## config.mk

```make
export PLATFORM = sky130hd
export DESIGN_NAME = am2940_core_flat
export DESIGN_NICKNAME = d
export VERILOG_FILES = /design/src/rtl/am2940_core_if.sv /design/src/rtl/am2940_core.sv /design/src/flat_wrapper.sv
export SDC_FILE = /design/constraint.sdc
export NUM_CORES = 1
export LEC_CHECK = 0
export ABC_AREA = 1
export CAP_MARGIN = 20
export CORE_AREA = 2 2 59 116
export DETAILED_ROUTE_END_ITERATION = 6
export DIE_AREA = 0 0 61 118
export PLACE_DENSITY_LB_ADDON = 0.12
export REMOVE_ABC_BUFFERS = 1
export SETUP_SLACK_MARGIN = 0.5
export SYNTH_ARGS = -nofsm -noshare
export SYNTH_HDL_FRONTEND = slang
export SYNTH_SLANG_ARGS = --single-unit
```

## constraint.sdc

```tcl
create_clock -name clk -period 2.9 [get_ports clk]
set_input_delay 0.58 -clock clk [delete_from_list [all_inputs] [get_ports clk]]
set_output_delay 0.58 -clock clk [all_outputs]
set_load 0.03 [all_outputs]
```

## src/rtl/am2940_core_if.sv

```systemverilog
// Bus bundle for am2940_core: pipeline instruction, data bus, count enable
// and the address / carry / done status lines.
//   master : drives instr, d_in, aci; observes d_out, d_oe, addr, aco, done
//   slave  : the core side
interface am2940_core_if;
  logic [3:0] instr;   // [3] execute, [2:0] opcode
  logic [7:0] d_in;
  logic [7:0] d_out;
  logic       d_oe;
  logic       aci;
  logic [7:0] addr;
  logic       aco;
  logic       done;

  modport master (output instr, d_in, aci,
                  input  d_out, d_oe, addr, aco, done);
  modport slave  (input  instr, d_in, aci,
                  output d_out, d_oe, addr, aco, done);
endinterface

```

## src/rtl/am2940_core.sv

```systemverilog
// am2940_core: 8-bit DMA address generator (Am2940 style).
// Holds a control register (direction + mode), an address register/counter
// pair and a word-count register/counter pair. ENCT steps both counters and
// raises a sticky done at the mode's terminal condition.
// Ports:
//   clk - rising-edge clock
//   rst - synchronous active-high reset
//   bus - am2940_core_if.slave (instr, d_in, aci in; d_out, d_oe, addr, aco, done out)
module am2940_core (
  input  logic           clk,
  input  logic           rst,
  am2940_core_if.slave   bus
);
  localparam logic [2:0] OP_WRCR   = 3'd0;
  localparam logic [2:0] OP_RDCR   = 3'd1;
  localparam logic [2:0] OP_RDWC   = 3'd2;
  localparam logic [2:0] OP_RDAC   = 3'd3;
  localparam logic [2:0] OP_REINIT = 3'd4;
  localparam logic [2:0] OP_LDADDR = 3'd5;
  localparam logic [2:0] OP_LDWC   = 3'd6;
  localparam logic [2:0] OP_ENCT   = 3'd7;

  logic [2:0] cr_q, cr_d;
  logic [7:0] addr_reg_q, addr_reg_d, addr_cnt_q, addr_cnt_d;
  logic [7:0] wc_reg_q, wc_reg_d, wc_cnt_q, wc_cnt_d;
  logic       done_q, done_d;

  // While rst is held the outputs already show the reset state, so every
  // combinational output is built from these masked copies of the state.
  logic [2:0] cr_c;
  logic [7:0] addr_cnt_c, wc_cnt_c;
  logic       done_c;
  assign cr_c       = rst ? 3'd0 : cr_q;
  assign addr_cnt_c = rst ? 8'd0 : addr_cnt_q;
  assign wc_cnt_c   = rst ? 8'd0 : wc_cnt_q;
  assign done_c     = rst ? 1'b0 : done_q;

  logic       step;
  logic [1:0] mode;
  logic [7:0] addr_step, wc_step;
  assign mode      = cr_q[1:0];
  assign step      = (bus.instr == 4'b1111) && bus.aci && !done_c;
  assign addr_step = cr_q[2] ? addr_cnt_q - 8'd1 : addr_cnt_q + 8'd1;

  always_comb begin
    wc_step = wc_cnt_q;
    case (mode)
      2'd0:       wc_step = wc_cnt_q - 8'd1;
      2'd1, 2'd2: wc_step = wc_cnt_q + 8'd1;
      default:    wc_step = wc_cnt_q;
    endcase
  end

  // Read-back path and carry out: zero latency from current state.
  logic [7:0] d_out_c;
  logic       d_oe_c;
  always_comb begin
    d_out_c = 8'd0;
    d_oe_c  = 1'b0;
    if (bus.instr[3]) begin
      case (bus.instr[2:0])
        OP_RDCR: begin d_oe_c = 1'b1; d_out_c = {5'd0, cr_c}; end
        OP_RDWC: begin d_oe_c = 1'b1; d_out_c = wc_cnt_c;     end
        OP_RDAC: begin d_oe_c = 1'b1; d_out_c = addr_cnt_c;   end
        default: ;
      endcase
    end
  end

  assign bus.d_out = d_out_c;
  assign bus.d_oe  = d_oe_c;
  assign bus.aco   = step && (cr_c[2] ? (addr_cnt_c == 8'h00) : (addr_cnt_c == 8'hFF));
  assign bus.addr  = addr_cnt_c;
  assign bus.done  = done_c;

  // Next state.
  always_comb begin
    cr_d       = cr_q;
    addr_reg_d = addr_reg_q;
    addr_cnt_d = addr_cnt_q;
    wc_reg_d   = wc_reg_q;
    wc_cnt_d   = wc_cnt_q;
    done_d     = done_q;
    if (bus.instr[3]) begin
      case (bus.instr[2:0])
        OP_WRCR: begin
          cr_d   = bus.d_in[2:0];
          done_d = 1'b0;
        end
        OP_REINIT: begin
          addr_cnt_d = addr_reg_q;
          wc_cnt_d   = (mode == 2'd2) ? 8'd0 : wc_reg_q;
          done_d     = 1'b0;
        end
        OP_LDADDR: begin
          addr_reg_d = bus.d_in;
          addr_cnt_d = bus.d_in;
          done_d     = 1'b0;
        end
        OP_LDWC: begin
          // Mode 2 counts up from zero toward the loaded count.
          wc_reg_d = bus.d_in;
          wc_cnt_d = (mode == 2'd2) ? 8'd0 : bus.d_in;
          done_d   = 1'b0;
        end
        OP_ENCT: begin
          if (step) begin
            addr_cnt_d = addr_step;
            wc_cnt_d   = wc_step;
            case (mode)
              2'd0:    done_d = (wc_step == 8'd0);
              2'd3:    done_d = (addr_step == wc_reg_q);
              default: done_d = (wc_step == wc_reg_q);
            endcase
          end
        end
        default: ;
      endcase
    end
  end

  always_ff @(posedge clk) begin
    if (rst) begin
      cr_q       <= 3'd0;
      addr_reg_q <= 8'd0;
      addr_cnt_q <= 8'd0;
      wc_reg_q   <= 8'd0;
      wc_cnt_q   <= 8'd0;
      done_q     <= 1'b0;
    end else begin
      cr_q       <= cr_d;
      addr_reg_q <= addr_reg_d;
      addr_cnt_q <= addr_cnt_d;
      wc_reg_q   <= wc_reg_d;
      wc_cnt_q   <= wc_cnt_d;
      done_q     <= done_d;
    end
  end
endmodule

```

## src/flat_wrapper.sv

```systemverilog
// flat-port wrapper written by rule: the top's interface ports become plain ports
module am2940_core_flat 
  (clk, rst, bus_instr, bus_d_in, bus_aci, bus_d_out, bus_d_oe, bus_addr, bus_aco, bus_done);
  am2940_core_if bus_i ();
  input  logic clk;
  input  logic rst;
  input wire logic [$bits(bus_i.instr)-1:0] bus_instr;
  input wire logic [$bits(bus_i.d_in)-1:0] bus_d_in;
  input wire logic [$bits(bus_i.aci)-1:0] bus_aci;
  output wire logic [$bits(bus_i.d_out)-1:0] bus_d_out;
  output wire logic [$bits(bus_i.d_oe)-1:0] bus_d_oe;
  output wire logic [$bits(bus_i.addr)-1:0] bus_addr;
  output wire logic [$bits(bus_i.aco)-1:0] bus_aco;
  output wire logic [$bits(bus_i.done)-1:0] bus_done;
  assign bus_i.instr = bus_instr;
  assign bus_i.d_in = bus_d_in;
  assign bus_i.aci = bus_aci;
  assign bus_d_out = bus_i.d_out;
  assign bus_d_oe = bus_i.d_oe;
  assign bus_addr = bus_i.addr;
  assign bus_aco = bus_i.aco;
  assign bus_done = bus_i.done;
  am2940_core u_core (.clk(clk), .rst(rst), .bus(bus_i));
endmodule
```

# Yosys cells after proc, flatten, opt, wreduce, memory -nomap -nowiden
# Cells that the tools add are included.
[word_totals]
n_memories = 0
ram_bits = 0
mem_bits_ro = 0
output_inout_bits = 19
elab_cells = 65
ff_bits = 36
inputBits = 15
latchBits = 0
[op_classes]
shifts = 0
magnitude_cmp = 0
mul = 0
n_eq_ne = 15
reduce_logical = 20
n_div = 0
muxes = 20
add_sub_neg = 4
bitwise_logic = 0
[ops]
columns = ["operator", "count"]
rows = [
  ["$pmux W8 S3", 3],
  ["$mux W8", 8],
  ["$add A8 B1 Y8 const B", 2],
  ["$eq A8 B8 Y1", 2],
  ["$logic_not A8 Y1", 2],
  ["$pmux W8 S2", 1],
  ["$sub A8 B1 Y8 const B", 2],
  ["$eq A3 B3 Y1 const B", 4],
  ["$reduce_and A3 Y1", 3],
  ["$eq A8 B8 Y1 const B", 1],
  ["$eq A3 B2 Y1 const B", 2],
  ["$reduce_and A2 Y1", 3],
  ["$reduce_bool A3 Y1", 2],
  ["$mux W1", 5],
  ["$eq A2 B2 Y1 const B", 2],
  ["$eq A4 B4 Y1 const B", 1],
  ["$pmux W1 S2", 2],
  ["$reduce_or A4 Y1", 1],
  ["$eq A3 B1 Y1 const B", 1],
  ["$logic_and A1 B1 Y1", 3],
  ["$logic_not A3 Y1", 1],
  ["$mux W3", 1],
  ["$reduce_or A3 Y1", 1],
  ["$eq A2 B1 Y1 const B", 1],
  ["5 further kinds", 5],
]

# Longest topological paths before layout
[logic_depth]
ltp_word = 7
mapped_depth = 25
ltp_nobuf = 24

# Worst setup path after synthesis
# Ideal clock, no wire load.
[synth_path]
path_type = "input to output"
from = "input rst"
to = "output bus_aco"
stages = 4
path_buffers = 1
t_arrival_ns = 2.226
setup_slack_ns = 0.094
cell_sequence = "clkbuf_1 > nor2_1 > nand3_1 > a211oi_1"
[synth_between]
elab_chain_len = 4
elab_cells_between_ends = 9
classes_between = "eq/ne: 1; mux: 4; reduce/logical: 4"
[synth_rtl]
columns = ["element", "line_no", "text"]
rows = [
  ["from (decl)", "flat_wrapper.sv:6", "input logic rst;"],
  ["$mux W8 (*)", "am2940_core.sv:34", "assign addr_cnt_c = rst ? 8'd0 : addr_cnt_q;"],
  ["named net bus_addr[0]", "flat_wrapper.sv:12", "output wire logic [$bits(bus_i.addr)-1:0] bus_addr;"],
  ["$eq A8 B8 Y1 / $logic_not A8 Y1 (equally long branches)", "am2940_core.sv:72", "assign bus.aco = step && (cr_c[2] ? (addr_cnt_c == 8'h00) : (addr_cnt_c == 8'hFF));"],
  ["$mux W1 (*)", "am2940_core.sv:72", ""],
  ["$logic_and A1 B1 Y1 (*)", "am2940_core.sv:72", ""],
  ["to (decl)", "flat_wrapper.sv:13", "output wire logic [$bits(bus_i.aco)-1:0] bus_aco;"],
]
# Mark *: on every way through the listed nets, which the timed path passes. The rest lies on a longest branch.

# Worst setup path in the final report
[layout_path]
from = "register u_core.cr_q[0]"
to = "register u_core.done_q"
[layout_between]
elab_chain_len = 7
elab_cells_between_ends = 11
classes_between = "eq/ne: 4; mux: 4; reduce/logical: 3"
[layout_rtl]
columns = ["element", "line_no", "text"]
rows = [
  ["from (decl)", "am2940_core.sv:23", "logic [2:0] cr_q, cr_d;"],
  ["from (signal assigned)", "am2940_core.sv:131", "cr_q <= cr_d;"],
  ["$eq A2 B1 Y1 / $eq A2 B2 Y1 (equally long branches)", "am2940_core.sv:47", "case (mode)"],
  ["$reduce_or A2 Y1", "am2940_core.sv:47", ""],
  ["$pmux W8 S2", "am2940_core.sv:47", ""],
  ["$eq A8 B8 Y1 / $logic_not A8 Y1 (equally long branches)", "am2940_core.sv:113, am2940_core.sv:111", ""],
  ["$pmux W1 S2 (*)", "am2940_core.sv:110", "case (mode)"],
  ["$mux W1 (*)", "am2940_core.sv:107", "if (step) begin"],
  ["$pmux W1 S2 (*)", "am2940_core.sv:85", "case (bus.instr[2:0])"],
  ["to (signal assigned)", "am2940_core.sv:136", "done_q <= done_d;"],
  ["to (decl)", "am2940_core.sv:26", "logic done_q, done_d;"],
]
# Every way passes the cells marked *; elsewhere a longest branch is shown, timed or not. The select of a mux whose other input is x is not followed.
# A chain may end at the register's enable or synchronous reset.

==> results.txt <==
----------------------------------------------------
[Status]
  Run status ... complete, no violations

[Clock network]
  Reg clk slew, reported paths ... 0.06 ns
  Number of clock sinks ... 36
  Number of CTS-inserted buffers ... 5
  Hold buffers post-CTS ... 0
  Clock tree root buffer cell ... clkbuf_16
  CTS tree ... done
  Insertion delay to the later sink of the worst-skew pair ... 0.29 ns
  Count of H-tree levels built during CTS ... 2
  Maximum root-to-sink buffer count ... 2

[Critical path]
  Worst-case reg-to-reg path depth ... 22
  Start point of the critical path ... u_core.cr_q[0]$_SDFFE_PP0P_
  R2R Path Start ... u_core.cr_q[0]$_SDFFE_PP0P_
  CP Capture Point ... u_core.done_q$_SDFFE_PP0P_
  Critical Path Fanout Max ... 4
  Endpoint type of the worst setup path ... flop
  Setup Crit Path Kind ... reg2reg
  Required @ worst endpoint ... 3.14 ns
  Sort of element at the start of the critical path ... flop
  Reg2reg setup slack ... 0.61 ns
  Data arrival time of the worst path ... 2.53 ns
  Reg2reg end ... u_core.done_q$_SDFFE_PP0P_

[Place]
  Final weighted congestion of routability-driven global placement ... 0.899
  Worst Setup Slack post-DPL ... 0.106 ns
  DPL Wire Length ... 7.65 mm
  Count of input and output buffers ... 33
  Number of instances in the placed design ... 606

[Hold path]
  Type of the tightest min-delay check ... reg2reg

[Floorplan]
  Die Footprint ... 7200 µm²
  Overall die height ... 118 µm
  CORE AREA ... 6310 µm²
  Initial cell density of the core ... 48.1%
  Number of standard-cell rows in the floorplan ... 41
  Number of primary I/O pins ... 34
  Die outline width ... 61 µm

[Drt]
  Number of DRC markers in iteration 0 ... 189
  Post-DR wirelength/cell ... 15.6 µm
  Number of search-and-repair iterations in the first detailed-routing pass ... 4
  Number of design rule violations left after detail routing ... 0
  Antenna Violating Nets Remaining ... 0
  Post-detailed-route via-to-cell ratio ... 5.45
  Detailed-route via count ... 3381
  Drt total wl ... 9.68 mm

[Job]
  Max-capacitance violation count ... 0

[Timing]
  Measured slew at the worst slew-check pin ... 0.407 ns
  Crit path setup slack, layout ... 0.607 ns
  Tcrit/Tclk final ... 79.1%
  Skew final ... 0.00401 ns
  Unrepaired setup endpoints after global routing ... yes
  Total Negative Setup Slacks ... 0 ns
  Number of max-slew violations in the final report ... 0
  Relative slew slack ... 72.6%
  Final setup violation count ... 0
  Maximum frequency from static timing analysis ... 0.436 GHz
  Minimum period implied by the final worst setup slack ... 2.29 ns
  Final hold viol count ... 0

[Global routing]
  All-layer global routing usage ... 28.6%
  Pin count of the biggest net entering global routing ... 35
  Residual overflow from global routing ... 0
  First-pass GRT wire length ... 15.2 mm
  Number of antenna violations at the first check in global routing ... 0
  Vias in the first global route ... 3305

[Yosys]
  Number of distinct library cells after synthesis ... 45
  Warning count from the yosys run ... 0
  Number of storage elements in the synthesis netlist ... 36
  Post-synthesis cell count ... 477
  Fraction of the yosys area taken by sequential cells ... 23.8%
  Post-Syn Area per Cell ... 6.36 µm²
  Post-Syn Area ... 3030 µm²

[Final layout]
  Count of filler cells inserted in the layout ... 644
  Inserted Diodes ... 0
  Sequential cell area in the final layout ... 723 µm²
  Number of standard cells in the layout, taps in and fillers out ... 620
  Final core utilization ... 59.9%
  Multi-input combinational cell area ... 2020 µm²
  Fraction of layout instances using a drive strength above 1 ... 22.5%
  Area growth, synth to finish ... 24.6%
  Layout net count ... 559

[Pwr]
  Maximum vdd drop ... 365 µV
  Power Density ... 428 nW/µm²
  Leak pwr ... 1.72 nW
  Overall power of the completed layout ... 0.00162 W

----------------------------------------------------
==> area by class of cell <==
type / count / share of cell area (%)
multi-input cells: 356 / 53.4
flip-flops and latches: 36 / 19.1
repair buffers: 64 / 13.5
inverters: 70 / 7.25
clock buffers: 8 / 3.87
well taps: 86 / 2.85
==> placed cells by master, fill, tap and decap left out, types with 2 or more instances in the layout <==
master	count
a21oi_1	35
a221oi_1	4
a221oi_2	5
a31oi_1	4
a32oi_1	5
a41oi_1	4
buf_4	46
buf_6	4
clkbuf_1	2
clkbuf_16	5
clkbuf_2	3
clkdlybuf4s50_1	9
dfxtp_1	34
dfxtp_2	2
ha_1	8
ha_4	2
inv_1	58
inv_2	10
nand2_1	111
nand2_2	11
nand2_4	4
nand3_1	45
nand3_2	5
nand4_1	4
nor2_1	33
nor2_2	6
nor3_1	3
nor3_2	2
nor4_1	3
o211ai_1	3
o21a_1	2
o21ai_0	30
o21ai_2	2
or2_2	4
xnor2_1	3
xor2_1	5
==> cell families (layout without fill, tap and decap cells) <==
group	after synthesis	count (layout)	synth area share [%]
buf+inv	85	142	11.8
fa+ha+maj	11	11	4.78
xor+xnor	9	9	2.85
compound gates	102	102	21.8
flops	36	36	23.8
simple gates	234	234	35.0
==> layer usage <==
metal	GRT usage, %	part of all wire [%]	vias to the layer above
met1	28.8	36	1537
met2	50.5	54	110
met4	18.5	5.7	0
met3	4.40	4.1	34
met5	0	0	-
li1	-	-	1700
==> state kept, by name, indices dropped and copies added (netlist names) <==
| name | count |
|---|---|
| u_core.wc_reg_q | 8 |
| u_core.cr_q | 3 |
| u_core.addr_cnt_q | 8 |
| u_core.done_q | 1 |
| u_core.wc_cnt_q | 8 |
| u_core.addr_reg_q | 8 |
==> timing repair <==
action,in CTS,in global routing
endpoints found under the setup margin,12,7
endpoints found under the hold margin,0,0
pin swaps,4,16
setup buffers,2,4
resized for setup,19,25
==> worst max-delay path, cell delays in order (launching register included) <==
cell and delay (ns):
dfxtp_2 0.33, inv_2 0.05, ha_4 0.27, inv_8 0.06, nand2_4 0.06, nand2_2 0.07
inv_2 0.05, ha_4 0.25, inv_2 0.03, nand2_2 0.05, o21ai_2 0.06, xor2_1 0.16
nor2_1 0.10, nand2_1 0.06, nor2_1 0.12, nand2_1 0.06, nor2_1 0.11, nand2_1 0.06
nor2_1 0.09, nand2_1 0.06, nand2_1 0.05, nand2_1 0.04, nand2_1 0.06
==> power breakdown <==
| group | total, W | internal (W) | switching, W | leakage [nW] |
|---|---|---|---|---|
| registers | 0.000549 | 0.000520 | 0.0000292 | 0.295 |
| logic | 0.000511 | 0.000197 | 0.000314 | 1.36 |
| clock network | 0.000557 | 0.000343 | 0.000214 | 0.0712 |
| total | 0.00162 | 0.00106 | 0.000558 | 1.72 |
==> Yosys cell counts <==
| library cell | count | area, µm² |
|---|---|---|
| clkbuf_1 | 8 | 30.0 |
| nor4_1 | 3 | 18.8 |
| nand2_1 | 115 | 432 |
| ha_1 | 10 | 125 |
| clkbuf_8 | 1 | 13.8 |
| a21oi_2 | 1 | 8.76 |
| nor2_2 | 4 | 25.0 |
| inv_8 | 1 | 11.3 |
| nand2_2 | 8 | 50.1 |
| o221ai_1 | 1 | 8.76 |
| inv_2 | 5 | 18.8 |
| a41oi_1 | 4 | 35.0 |
| o21ai_1 | 1 | 5.00 |
| a221oi_1 | 4 | 35.0 |
| nand2_4 | 3 | 33.8 |
| buf_2 | 3 | 15.0 |
| xor2_1 | 5 | 43.8 |
| nor2_1 | 36 | 135 |
| nand3_1 | 45 | 225 |
| nand4_1 | 4 | 25.0 |
| a211oi_1 | 1 | 7.51 |
| o21a_1 | 2 | 15.0 |
| o21ai_2 | 1 | 8.76 |
| o22ai_1 | 1 | 6.26 |
| fa_1 | 1 | 20.0 |
| a31oi_1 | 4 | 25.0 |
| buf_4 | 1 | 7.51 |
| inv_1 | 64 | 240 |
| o21bai_4 | 1 | 18.8 |
| a21oi_1 | 35 | 175 |
| xnor2_2 | 1 | 16.3 |
| a221oi_2 | 5 | 75.1 |
| nor3_1 | 5 | 25.0 |
| xnor2_1 | 3 | 26.3 |
| dfxtp_1 | 36 | 721 |
| o311ai_0 | 1 | 8.76 |
| and2_4 | 1 | 8.76 |
| buf_6 | 2 | 22.5 |
| a32oi_1 | 5 | 43.8 |
| or2_2 | 4 | 25.0 |
| nand3b_1 | 1 | 7.51 |
| nand3_2 | 5 | 50.1 |
| o211ai_1 | 3 | 22.5 |
| a22oi_1 | 1 | 7.51 |
| o21ai_0 | 31 | 155 |
==> worst min path at each step <==
stage / start / end / slack (ns) / depth (start not counted)
3_3_place_gp: u_core.addr_reg_q[4]$_SDFFE_PP0P_ / u_core.addr_reg_q[4]$_SDFFE_PP0P_ / 0.46 / 2
3_5_place_dp: u_core.addr_reg_q[3]$_SDFFE_PP0P_ / u_core.addr_reg_q[3]$_SDFFE_PP0P_ / 0.46 / 2
5_1_grt: u_core.addr_reg_q[7]$_SDFFE_PP0P_ / u_core.addr_reg_q[7]$_SDFFE_PP0P_ / 0.48 / 2
4_1_cts: u_core.addr_reg_q[3]$_SDFFE_PP0P_ / u_core.addr_reg_q[3]$_SDFFE_PP0P_ / 0.47 / 2
6_report: u_core.addr_reg_q[3]$_SDFFE_PP0P_ / u_core.addr_reg_q[3]$_SDFFE_PP0P_ / 0.46 / 2
2_1_floorplan: u_core.addr_reg_q[2]$_SDFFE_PP0P_ / u_core.addr_reg_q[2]$_SDFFE_PP0P_ / 0.43 / 2
==> per-stage QoR <==
step,cell area (µm²),hold slack [ns]
after global placement,3520,0.456
after CTS,3720,0.465
final,3780,0.462
after detailed placement,3520,0.457
after global routing,3780,0.482
after floorplan,2950,0.430
Note: power is estimated with default switching activity, not from simulation.
